File: src/rtl/i2c_cmd_arbiter.sv
// i2c_cmd_arbiter
//   Round-robin arbiter and sequencer sharing one I2C master between NUM_REQ
//   command sources. The granted requester's {reg_addr, reg_data} word is
//   latched, a single execute pulse is issued to the master, and completion
//   is returned as a one-cycle done pulse (with error status) to that requester.
//
//   Optional feature macro: I2C_ARB_TIMEOUT_EN
//     defined   : watchdog aborts a WAIT lasting TIMEOUT_CYCLES cycles
//                 (o_err=1, sticky o_timeout=1)
//     undefined : WAIT lasts until i_i2c_done; o_timeout stays 0
//
// Ports
//   i_clk, i_rstn    clock, asynchronous active-low reset
//   i_req            per-requester request level, held until matching o_done
//   i_req_data       command words, requester n at [n*REG_WIDTH +: REG_WIDTH]
//   o_grant          one-hot grant, held for the whole transaction
//   o_done           one-cycle completion pulse to the granted requester
//   o_err            one-cycle error flag coincident with o_done
//   o_busy           high whenever the sequencer is not idle
//   o_i2c_exec       one-cycle start pulse to the I2C master
//   o_i2c_data       latched command word for the I2C master
//   i_i2c_done       one-cycle completion pulse from the I2C master
//   i_i2c_nack       ack-error flag, valid with i_i2c_done
//   o_timeout        sticky watchdog flag
module i2c_cmd_arbiter #(
  parameter int NUM_REQ        = 2,
  parameter int REG_WIDTH      = 16,
  parameter int TIMEOUT_CYCLES = 100000
) (
  input  logic                         i_clk,
  input  logic                         i_rstn,
  input  logic [NUM_REQ-1:0]           i_req,
  input  logic [NUM_REQ*REG_WIDTH-1:0] i_req_data,
  output logic [NUM_REQ-1:0]           o_grant,
  output logic [NUM_REQ-1:0]           o_done,
  output logic                         o_err,
  output logic                         o_busy,
  output logic                         o_i2c_exec,
  output logic [REG_WIDTH-1:0]         o_i2c_data,
  input  logic                         i_i2c_done,
  input  logic                         i_i2c_nack,
  output logic                         o_timeout
);

  localparam int PW = (NUM_REQ > 1) ? $clog2(NUM_REQ) : 1;

  if (NUM_REQ < 2 || NUM_REQ > 8 || REG_WIDTH < 1 || TIMEOUT_CYCLES < 1) begin : g_cfg_check
    $error("i2c_cmd_arbiter: unsupported parameter combination");
  end

  typedef enum logic [1:0] {IDLE, ISSUE, WAIT} state_t;

  state_t               state, nxt_state;
  logic [PW-1:0]        rr_ptr, nxt_rr;
  logic [PW-1:0]        gidx, nxt_gidx;
  logic [NUM_REQ-1:0]   nxt_grant, nxt_done;
  logic                 nxt_err, nxt_busy, nxt_exec, nxt_timeout;
  logic [REG_WIDTH-1:0] nxt_data;
  logic                 finish;

  logic [PW-1:0]        win, idx;
  logic                 found;
  logic [REG_WIDTH-1:0] win_word;

`ifdef I2C_ARB_TIMEOUT_EN
  localparam int CW = $clog2(TIMEOUT_CYCLES + 1);
  logic [CW-1:0] wd_cnt, nxt_wd_cnt;
`endif

  // Round-robin search: walk the requesters starting at rr_ptr, wrapping at
  // NUM_REQ (which need not be a power of two), first hit wins.
  always_comb begin
    win   = '0;
    found = 1'b0;
    idx   = rr_ptr;
    for (int unsigned k = 0; k < NUM_REQ; k++) begin
      if (!found && i_req[idx]) begin
        found = 1'b1;
        win   = idx;
      end
      idx = (idx == PW'(NUM_REQ - 1)) ? '0 : idx + 1'b1;
    end
  end

  always_comb begin
    win_word = '0;
    for (int unsigned k = 0; k < NUM_REQ; k++) begin
      if (win == PW'(k)) win_word = i_req_data[k*REG_WIDTH +: REG_WIDTH];
    end
  end

  // Next-state and next-output logic; every output is registered below.
  always_comb begin
    nxt_state   = state;
    nxt_rr      = rr_ptr;
    nxt_gidx    = gidx;
    nxt_grant   = o_grant;
    nxt_done    = '0;
    nxt_err     = 1'b0;
    nxt_exec    = 1'b0;
    nxt_data    = o_i2c_data;
    nxt_timeout = o_timeout;
    finish      = 1'b0;
`ifdef I2C_ARB_TIMEOUT_EN
    nxt_wd_cnt  = wd_cnt;
`endif
    case (state)
      IDLE: begin
        if (found) begin
          nxt_grant = NUM_REQ'(1) << win;
          nxt_gidx  = win;
          nxt_data  = win_word;
          nxt_state = ISSUE;
        end
      end
      ISSUE: begin
        nxt_exec  = 1'b1;
`ifdef I2C_ARB_TIMEOUT_EN
        nxt_wd_cnt = '0;
`endif
        nxt_state = WAIT;
      end
      WAIT: begin
        // A completion landing on the watchdog limit takes the normal path.
        if (i_i2c_done) begin
          finish  = 1'b1;
          nxt_err = i_i2c_nack;
        end
`ifdef I2C_ARB_TIMEOUT_EN
        else if (wd_cnt == CW'(TIMEOUT_CYCLES - 1)) begin
          finish      = 1'b1;
          nxt_err     = 1'b1;
          nxt_timeout = 1'b1;
        end else begin
          nxt_wd_cnt = wd_cnt + 1'b1;
        end
`endif
      end
      default: nxt_state = IDLE;
    endcase

    if (finish) begin
      nxt_done  = o_grant;
      nxt_grant = '0;
      nxt_rr    = (gidx == PW'(NUM_REQ - 1)) ? '0 : gidx + 1'b1;
      nxt_state = IDLE;
    end

    nxt_busy = (nxt_state != IDLE);
  end

  always_ff @(posedge i_clk or negedge i_rstn) begin
    if (!i_rstn) begin
      state      <= IDLE;
      rr_ptr     <= '0;
      gidx       <= '0;
      o_grant    <= '0;
      o_done     <= '0;
      o_err      <= 1'b0;
      o_busy     <= 1'b0;
      o_i2c_exec <= 1'b0;
      o_i2c_data <= '0;
      o_timeout  <= 1'b0;
    end else begin
      state      <= nxt_state;
      rr_ptr     <= nxt_rr;
      gidx       <= nxt_gidx;
      o_grant    <= nxt_grant;
      o_done     <= nxt_done;
      o_err      <= nxt_err;
      o_busy     <= nxt_busy;
      o_i2c_exec <= nxt_exec;
      o_i2c_data <= nxt_data;
      o_timeout  <= nxt_timeout;
    end
  end

`ifdef I2C_ARB_TIMEOUT_EN
  always_ff @(posedge i_clk or negedge i_rstn) begin
    if (!i_rstn) wd_cnt <= '0;
    else         wd_cnt <= nxt_wd_cnt;
  end
`endif

endmodule

File: config.mk
export PLATFORM = sky130hd
export DESIGN_NAME = i2c_cmd_arbiter
export DESIGN_NICKNAME = d
export VERILOG_FILES = /design/src/rtl/i2c_cmd_arbiter.sv
export SDC_FILE = /design/constraint.sdc
export NUM_CORES = 1
export LEC_CHECK = 0
export BUFFER_PORTS_ARGS = -buffer_cell sky130_fd_sc_hd__buf_2
export CAP_MARGIN = 20
export CORE_MARGIN = 2
export CORE_UTILIZATION = 45
export DETAILED_ROUTE_END_ITERATION = 12
export PLACE_DENSITY = 0.82
export SLEW_MARGIN = 25
export SYNTH_ARGS = -nofsm -noshare
export SYNTH_HDL_FRONTEND = slang
export SYNTH_SLANG_ARGS = --single-unit
File: constraint.sdc
create_clock -name i_clk -period 1.6 [get_ports i_clk]
set_clock_uncertainty 0.15 [all_clocks]
set_input_delay 0 -clock i_clk [delete_from_list [all_inputs] [get_ports i_clk]]
set_output_delay 0 -clock i_clk [all_outputs]
set_load 0.03 [all_outputs]
* Yosys cells after proc, flatten, opt, wreduce, memory -nomap -nowiden
Cells that the tools add are included.
** Cells by class
- Add/subtract/negate cells :: 2
- Magnitude comparators :: 2
- Equality and inequality tests :: 2
- Shift-type cells :: 1
- Mux-type cells :: 23
- Reductions and logical operators :: 8
** Operators by type and width (count)
- two-way mux 16 bit :: 1
- two-way mux 1 bit :: 15
- two-way mux 2 bit :: 6
- case mux 2 bit (3 select lines) :: 1
- nonzero test 2 bit :: 3
- less-than comparator 1 x 2 -> 1 bit (second input constant) :: 2
- AND reduction 2 bit :: 2
- adder 1 bit (second input constant) :: 2
- equality test 2 x 1 -> 1 bit (second input constant) :: 1
- equality test 2 bit (second input constant) :: 1
- zero test 2 bit :: 1
- left shift 1 x 1 -> 2 bit (first input constant) :: 1
- logical AND 1 bit :: 1
- zero test 1 bit :: 1
** Storage, ports and cells
- Register bits after elaboration :: 27
- Bits of input ports :: 38
- Output and inout port bits :: 24
- Logic and storage cells :: 47

* Longest topological paths before layout
Gate-level depths: netlist of run 1.
- Word-level depth :: 10
- Gate-level depth with buffers :: 7
- Gate-level depth less buffers :: 5

* Worst setup path after synthesis of run 1
Ideal clock, no wire load.
- Path type :: register to register
- Start point :: register state[0]
- End point :: register o_i2c_data[6]
- Setup time :: 123 ps
- Arrival :: 1191 ps
- Data required time :: 1327 ps
- Path slack :: 136 ps
- Cell stages (with the launch flop) :: 8
- Period minus slack after synthesis :: 1464 ps
- Path through :: dfrtp_1 inv_1 ha_1 o21a_1 buf_4 buf_6 nor2_1 a21oi_2
** On the way
- Cells in the longest elaborated chain, start to end :: 2
** Ends and longest elaborated chain
- start, declared :: line 53 : state_t state, nxt_state;
- start signal, assigned :: line 165 : state <= nxt_state;
- zero test 2 bit :: line 107 : case (state)
- AND reduction 2 bit (no source line)
- end signal, assigned :: line 173 : o_i2c_data <= nxt_data;
- end, declared :: line 39 : output logic [REG_WIDTH-1:0] o_i2c_data,
No other way between the ends.
A chain may end at the register's enable or synchronous reset.

* Worst setup path after layout of run 1
- Start point :: register state[0]
- End point :: register o_i2c_data[8]
The elaborated chain is that of the path after synthesis.

==> reports/metrics.yaml, run 1 <==
cts_tree: "built"
placed_area_um2: 1560
initial_core_util_pct: 47.0
hp-class: "in -> async"
power.density_nw_per_um2: 1710
dr.pass1.iters: 4
gp_congestion: 0.809
yosysSeqAreaShare_pct: 52.6
die_area_um2: 3300
port_buffers: 60
hold_viol: 0
layoutNonFillerInstCount: 256
wl_per_cell_um: 14.3
synth-seq-cells: 27
dp_cells: 213
drtIter0Drc: 57
crit_type: "reg -> reg"
insertion_delay_ns: 0.32
final_area_um2: 1980
slew_viol_final: 0
crit_chain: "inv_1, ha_2, o21a_1, buf_4, nor2_1, a21oi_1"
die_w_um: 57.4
syn_nets: 172
slowest_delay_ns: 0.42
htreeDepth: 1
vias: 1372
rsz0062_at_grt: "false"
cts_num_sinks: 27
root_buffer: "clkbuf_4"
dp_hpwl_mm: 2.38
numCtsBuffers: 3
tightestPinTransition_ns: 0.595
syn_area_per_cell_um2: 9.87
yosys_warnings: 0
max_cap_violations: 0
cp.arrival_ns: 1.62
period_share_pct: 95.2
grt_max_degree: 28
nFillCells: 195
fin_crit_ns: 1.52
antenna_found_initial: 0
vias_per_cell: 5.36
status: "finished clean"
die_y_um: 57.4
slowest_stage: "dfrtp_1"
synthCells: 130
startpoint_type: "register"
vdd_drop_max_v: 0.00123
antenna_cells: 0
drc: 0
drt-total-wl_mm: 3.65
clkTransAtPathRegs_ns: 0.14
crit_path_max_fanout: 11
layout.nets: 268
rows: 19
clockBufferDepth: 2
setup_viol: 0
max_freq_mhz: 657
io_pins: 62
grt-ovfl-total: 0
final_antenna_net_count: 0
synth_area_um2: 1280
cp.required_ns: 1.70
synth.distinct_cells: 25
relSlewSlack_pct: 60.3
grt.total_usage_pct: 22.7
core-area_um2: 2730
grt_pass1_vias: 1338
area_growth_pct: 54.0
grt_pass1_wl_mm: 5.84
setup_tns_ns: 0
drive_above_1_share_pct: 32.9
fin_util_pct: 72.3
worstSetupEndpointType: "register"
p_leak_nw: 0.957
==> path summary, 6_finish.rpt <==
path	end	cells after the start	slack [ns]	startpoint
worst max register to register	o_i2c_data[8]$_DFFE_PN0P_	6	0.08	state[0]$_DFF_PN0_
max in group asynchronous	o_busy$_DFF_PN0_	2	0.87	i_rstn
min in group i_clk	o_err$_DFF_PN0_	3	0.29	i_i2c_nack
worst min-delay path	o_i2c_data[11]$_DFFE_PN0P_	2	0.04	i_rstn
worst max-delay path	o_i2c_data[8]$_DFFE_PN0P_	6	0.08	state[0]$_DFF_PN0_
worst min register to register	rr_ptr$_DFFE_PN0P_	1	0.36	gidx$_DFFE_PN0P_
==> cells by family (layout without fill, tap and decap cells) <==
family                   count (synthesis)  in the layout  share of synthesized area, %
adder cells (fa/ha/maj)                  4              4                          3.90
AND/OR/NAND/NOR                         29             29                          10.1
other                                    1              1                         0.292
AO/OA/AOI/OAI                           56             56                          26.0
flip-flops                              27             27                          52.6
buffers and inverters                   13            108                          7.02
==> placed cells by master, fill, tap and decap left out, types with 2 or more instances in the layout <==
master and n:
and2_1 2, buf_4 4, clkbuf_4 3, o21a_1 2, buf_2 60, a31oi_1 15, nor2_1 16, and3_1 3
dlygate4sd3_1 37, inv_1 3, a21oi_1 16, o21ai_0 17, dfrtp_1 27, ha_1 3, nand2_1 5
==> stage by stage <==
stage	worst slack, ns	power, W	hold slack (ns)
final	0.0776	0.00338	0.0399
after global routing	0.00580	0.00362	0.0919
after CTS	0.0464	0.00333	0.0548
after detailed placement	0.0764	0.00297	-0.106
after global placement	0.135	0.00290	-0.122
after floorplan	0.136	0.00251	-0.446
==> power breakdown <==
group | leakage [nW] | switching (W) | internal (W)
clock network | 0.0177 | 0.000196 | 0.0000937
logic | 0.621 | 0.00124 | 0.000685
registers | 0.318 | 0.000173 | 0.000999
==> synth_stat cells, drive strengths merged <==
cell type  count  share of area (%)
a21boi         1               0.59
a21oi         17                6.9
a31oi         16                8.3
and2           2               0.97
and2b          1               0.68
and3           3                1.5
buf            9                5.8
clkbuf         1               0.29
conb           1               0.29
dfrtp         27                 53
ha             4                3.9
inv            3               0.88
nand2          5                1.5
nand2b         1               0.49
nand3          1               0.39
nor2          16                4.7
o211a          1               0.78
o21a           2                1.2
o21ai         19                8.3
==> sequential cells by signal, indices dropped and copies added (netlist names) <==
name        count
gidx            1
rr_ptr          1
o_err           1
o_i2c_exec      1
o_done          2
state           2
o_busy          1
o_i2c_data     16
o_grant         2
==> worst max-delay path: cells and delay by family (launching register included) <==
kind	cells	cell delay, ns
adders and majority gates	1	0.23
buffers and inverters	2	0.27
AOI/OAI and AO/OA	2	0.32
DFF	1	0.42
and+or+nand+nor	1	0.06
==> metal layers <==
layer,GRT usage [%],vias up,routed length [µm]
met2,40.1,74,1750
li1,-,648,-
met5,0,-,0
met3,3.17,11,257
met1,28.7,639,1550
met4,6.98,0,91
==> what timing repair did <==
item | 4_1_cts | 5_1_grt
hold buffers | 37 | 0
gates resized for setup | 0 | 2
setup endpoints to repair | 0 | 14
setup buffers | 0 | 2
hold endpoints to repair | 53 | 0
==> cell type report <==
type	instances	area [µm²]	share of cell area, %
Inverter	3	11.3	0.570
Clock inverter	1	5.00	0.253
Tap cell	31	38.8	1.96
Sequential cell	27	676	34.2
Clock buffer	3	22.5	1.14
Multi-Input combinational cell	90	523	26.5
Timing Repair Buffer	101	701	35.4
Power figures use the tool's default switching activity.
==> inputs of run 2 (changes only) <==
Settings changed: PLACE_DENSITY 0.82 to unset, PLACE_DENSITY_LB_ADDON set to 0.15.
==> reports/metrics.yaml, run 2 (synthesized netlist as in run 1, its figures left out) <==
p_switching_w: 0.00163  # +1.6%
power_w: 0.00346  # +2.1%
drtIter0Drc: 104  # +82%
crit_chain: "inv_1, ha_4, o21a_1, buf_4, nor2_1, a21oi_1"
layout_common_cells: "buf_2 (60), dlygate4sd3_1 (36), dfrtp_1 (27)"
status: "finished, violations left"
drive_above_1_share_pct: 33.8  # +0.88 points
cp.required_ns: 1.70  # about the same
insertion_delay_ns: 0.32  # about the same
worstSetupEndpointType: "register"
cp.arrival_ns: 1.63  # about the same
swShare_pct: 47.2  # -0.24 points
layout.nets: 271  # +1.1%
antenna_found_initial: 0  # unchanged
whs_ns: -0.00354  # -0.0435 ns
clkTransAtPathRegs_ns: 0.14  # about the same
p_leak_nw: 0.968  # +1.2%
core-area_um2: 2730  # unchanged
rsz0062_at_grt: "true"
period_share_pct: 95.3  # +0.14 points
worstSetupStartpoint: "state[0]$_DFF_PN0_"
die_w_um: 57.4  # unchanged
violations: "negative hold slack"
max_cap_violations: 0  # unchanged
setup_viol: 0  # unchanged
grt_pass1_vias: 1444  # +7.9%
pwr-share-seq_pct: 33.4  # -1.2 points
hold_viol: 1  # +1
fin_crit_ns: 1.52  # +0.00216 ns
dp_hpwl_mm: 2.29  # -3.6%
rows: 19  # unchanged
relSlewSlack_pct: 60.1  # -0.23 points
grt_max_degree: 28  # unchanged
vdd_drop_max_v: 0.00122  # -0.24%
final_common_cell: "buf_2"
setup_ws_ns: 0.0754  # -0.00216 ns
largest_reg_flops: 16  # unchanged
placed_area_um2: 1580  # +1.4%
r2r-start: "state[0]$_DFF_PN0_"
regMostFlops: "o_i2c_data"
slowest_delay_ns: 0.43  # about the same
nFillCells: 182  # -6.7%
vias: 1417  # +3.3%
hp-start: "i_req[0]"
slowest_stage: "dfrtp_1"
area_growth_pct: 56.3
grt-ovfl-total: 0  # unchanged
io_pins: 62  # unchanged
crit_path_max_fanout: 11  # unchanged
startpoint_type: "register"
wl_per_cell_um: 14.8  # +3.7%
dp_slack_ns: 0.0351  # -0.0413 ns
p_int_w: 0.00182  # +2.6%
pwr-share-comb_pct: 58.2  # +1.4 points
drc: 0  # unchanged
hp-class: "in -> reg"
port_buffers: 60  # unchanged
tightestPinTransition_ns: 0.598  # +0.00348 ns
clockBufferDepth: 2  # unchanged
cts_num_sinks: 27  # unchanged
vias_per_cell: 5.47  # +2.1%
max_freq_mhz: 656  # -0.14%
die_area_um2: 3300  # unchanged
htreeDepth: 1  # unchanged
cp_top_family: "flip-flops"
dr.pass1.iters: 5  # +1
crit_buf_inv: 2  # unchanged
grt_pass1_wl_mm: 6.29  # +7.5%
antenna_cells: 0  # unchanged
gp_congestion: 0.754  # -6.8%
root_buffer: "clkbuf_4"
crit_type: "reg -> reg"
final_antenna_net_count: 0  # unchanged
grt.total_usage_pct: 24.5  # +1.8 points
clockPowerShare_pct: 8.4  # -0.2 points
die_y_um: 57.4  # unchanged
initial_core_util_pct: 47.0  # unchanged
cts_tree: "built"
power.density_nw_per_um2: 1720  # +0.62%
numCtsBuffers: 3  # unchanged
final_area_um2: 2010  # +1.5%
drt-total-wl_mm: 3.83  # +4.9%
slew_viol_final: 0  # unchanged
run 2: worst reg2reg max path, cell delays in order (launching register included):
cell and delay (ns):
dfrtp_1 0.43, inv_1 0.13, ha_4 0.19, o21a_1 0.16, buf_4 0.19, nor2_1 0.07
a21oi_1 0.13
run 2: final cells by class:
type	instances	area, µm²	area share, %
Multi-Input combinational cell	91	542	27.0
Clock buffer	4	26.3	1.31
Tap cell	31	38.8	1.93
Inverter	3	11.3	0.561
Sequential cell	27	676	33.7
Timing Repair Buffer	103	713	35.5
run 2: what timing repair did:
action,in CTS,in global routing
hold buffers,36,0
endpoints found under the setup margin,0,20
buffers inserted,0,2
endpoints found under the hold margin,52,0
gates resized for setup,0,4
run 2: power groups by stage:
stage,Sequential [W],Clock (W),Combinational [W]
2_1_floorplan,0.00169,0,0.000815
3_3_place_gp,0.00116,0,0.00177
3_5_place_dp,0.00117,0,0.00183
4_1_cts,0.00115,0.000301,0.00190
5_1_grt,0.00119,0.000328,0.00220
6_report,0.00115,0.000291,0.00201
run 2: through the flow:
step / util, % / TNS (ns) / hold WS [ns] / cells
after floorplan: - / 0 / -0.446 / 130
after global placement: 57.8 / 0 / -0.107 / 216
after detailed placement: 57.8 / 0 / -0.105 / 216
after CTS: 72.0 / 0 / 0.0172 / 256
after global routing: 73.4 / -0.0203 / 0.0259 / 259
final: 73.4 / 0 / -0.00354 / 259
run 2: path summary, 6_finish.rpt:
path	endpoint	slack, ns	depth (start not counted)
worst max-delay path	o_i2c_data[10]$_DFFE_PN0P_	0.08	6
worst min-delay path	o_grant[1]$_DFFE_PN0P_	-0.004	4
worst max register to register	o_i2c_data[10]$_DFFE_PN0P_	0.08	6
worst min register to register	rr_ptr$_DFFE_PN0P_	0.34	1
max in group asynchronous	gidx$_DFFE_PN0P_	0.86	2
min in group asynchronous	o_err$_DFF_PN0_	0.04	2
run 2: routing by layer:
layer,GRT usage (%),routed length [µm]
met2,45.8,2040
met5,0,0
met3,3.40,296
met4,5.98,38
met1,29.4,1460
==> inputs of run 3 (changes only) <==
Settings changed: CORE_UTILIZATION 45 to 47, CTS_BUF_LIST set to sky130_fd_sc_hd__clkbuf_2 sky130_fd_sc_hd__clkbuf_4 sky130_fd_sc_hd__clkbuf_8.
==> reports/metrics.yaml, run 3 (synthesized netlist as in run 1, its figures left out) <==
vias_per_cell: 5.37  # -1.8%
rows: 18  # -1
max_cap_violations: 0  # unchanged
rr_endpoint: "o_i2c_data[12]$_DFFE_PN0P_"
slew_viol_final: 0  # unchanged
clkTransAtPathRegs_ns: 0.14  # about the same
clockBufferDepth: 2  # unchanged
grt_pass1_wl_mm: 6.45  # +2.6%
dp_hpwl_mm: 2.29  # -0.14%
drive_above_1_share_pct: 34.3  # +0.58 points
dr.pass1.iters: 4  # -1
hold_viol: 0  # -1
fin_crit_ns: 1.49  # -0.0318 ns
p_leak_nw: 0.987  # +2.0%
cts_tree: "built"
hp-class: "in -> async"
worstSetupEndpointType: "register"
regToRegSetupSlack_ns: 0.11  # +0.03 ns
status: "finished clean"
initial_core_util_pct: 50.9  # +3.9 points
core-area_um2: 2520  # -7.7%
crit_path_max_fanout: 9  # -2
drc: 0  # unchanged
antenna_found_initial: 0  # unchanged
layout_common_cells: "buf_2 (60), dlygate4sd3_1 (37), dfrtp_1 (27), o21ai_0 (17)"
io_pins: 62  # unchanged
grt-ovfl-total: 0  # unchanged
cp.arrival_ns: 1.60  # -0.03 ns
area_growth_pct: 58.6
drtIter0Drc: 65  # -38%
setup_tns_ns: 0  # unchanged
cp.required_ns: 1.71  # about the same
insertion_delay_ns: 0.33  # about the same
grt_pass1_vias: 1458  # +0.97%
die_area_um2: 3170  # -4.0%
reg2reg_depth: 6  # unchanged
die_w_um: 56.3  # -2.0%
power_w: 0.00356  # +2.9%
power.density_nw_per_um2: 1750  # +1.5%
regMostFlops: "o_i2c_data"
final_common_cell: "buf_2"
crit_type: "reg -> reg"
root_buffer: "clkbuf_4"
grt_max_degree: 28  # unchanged
port_buffers: 60  # unchanged
numCtsBuffers: 3  # unchanged
startpoint_type: "register"
cts_num_sinks: 27  # unchanged
period_share_pct: 93.3  # -2.0 points
relSlewSlack_pct: 60.9  # +0.75 points
largest_reg_flops: 16  # unchanged
drt-total-wl_mm: 3.95  # +3.0%
r2r-start: "state[0]$_DFF_PN0_"
gp_congestion: 0.784  # +4.0%
layout.nets: 273  # +0.74%
setup_viol: 0  # unchanged
antenna_cells: 0  # unchanged
final_antenna_net_count: 0  # unchanged
vias: 1397  # -1.4%
rsz0062_at_grt: "false"
grt.total_usage_pct: 26.1  # +1.6 points
htreeDepth: 1  # unchanged
max_freq_mhz: 670  # +2.1%
tightestPinTransition_ns: 0.587  # -0.0113 ns
die_y_um: 56.3  # -2.0%
vdd_drop_max_v: 0.00142  # +16%
wl_per_cell_um: 15.2  # +2.6%
==> run 3: cell count changes in the layout (fill, tap and decap cells not counted), sizes merged <==
cell,change
buf,+2
dlygate4sd3,+1
o21ai,-1
==> run 3: worst max-delay path by stage <==
stage	start	end	slack [ns]	cells past startpoint
CTS	state[0]$_DFF_PN0_	o_i2c_data[4]$_DFFE_PN0P_	0.02	6
global placement	state[0]$_DFF_PN0_	o_busy$_DFF_PN0_	0.11	5
global route	state[0]$_DFF_PN0_	o_i2c_data[12]$_DFFE_PN0P_	0.02	6
finish	state[0]$_DFF_PN0_	o_i2c_data[12]$_DFFE_PN0P_	0.11	6
floorplan	state[0]$_DFF_PN0_	o_i2c_data[6]$_DFFE_PN0P_	0.14	7
detailed placement	state[0]$_DFF_PN0_	o_busy$_DFF_PN0_	0.02	5
==> run 3: layout make-up <==
class / count / area (µm²)
flip-flops and latches: 27 / 676
clock buffers: 4 / 30.0
inverters: 3 / 11.3
multi-input cells: 90 / 531
well taps: 30 / 37.5
repair buffers: 106 / 751
fillers: 176 / 487
==> run 3: layer usage <==
metal  vias to the layer above  global-route usage, %  routed length (µm)  share of wire, %
met1                       663                   30.8                1580                40
met4                         0                   7.48                  52               1.3
li1                        657                      -                   -                 -
met2                        71                   49.2                2060                52
met5                         -                      0                   0                 0
met3                         6                   3.00                 250               6.3
==> run 3: timing repair <==
item | in CTS | in global routing
hold endpoints to repair | 52 | 0
resized for setup | 0 | 3
hold buffers | 37 | 0
setup buffers | 2 | 2
setup endpoints to repair | 1 | 17
==> run 3: metrics by stage <==
stage          hold WS [ns]  utilization [%]  instance area [µm²]  setup slack (ns)  std cells
6_report             0.0358             80.7                 2040             0.107        260
3_5_place_dp         -0.110             62.6                 1580            0.0162        215
2_1_floorplan        -0.446                -                 1280             0.136        130
3_3_place_gp         -0.112             62.6                 1580             0.105        215
4_1_cts              0.0611             79.6                 2010            0.0241        258
5_1_grt              0.0731             80.7                 2040            0.0200        260
==> run 3: power by group <==
part           switching, W  total (W)  internal [W]
clock              0.000202   0.000316      0.000115
sequential         0.000180    0.00118      0.000999
combinational       0.00128    0.00206      0.000780
==> run 3: critical path: stages, from the launching register on <==
cell and delay [ns]:
dfrtp_1 0.45, inv_2 0.10, ha_4 0.16, o21a_1 0.16
buf_4 0.19, nor2_1 0.05, a21oi_1 0.15
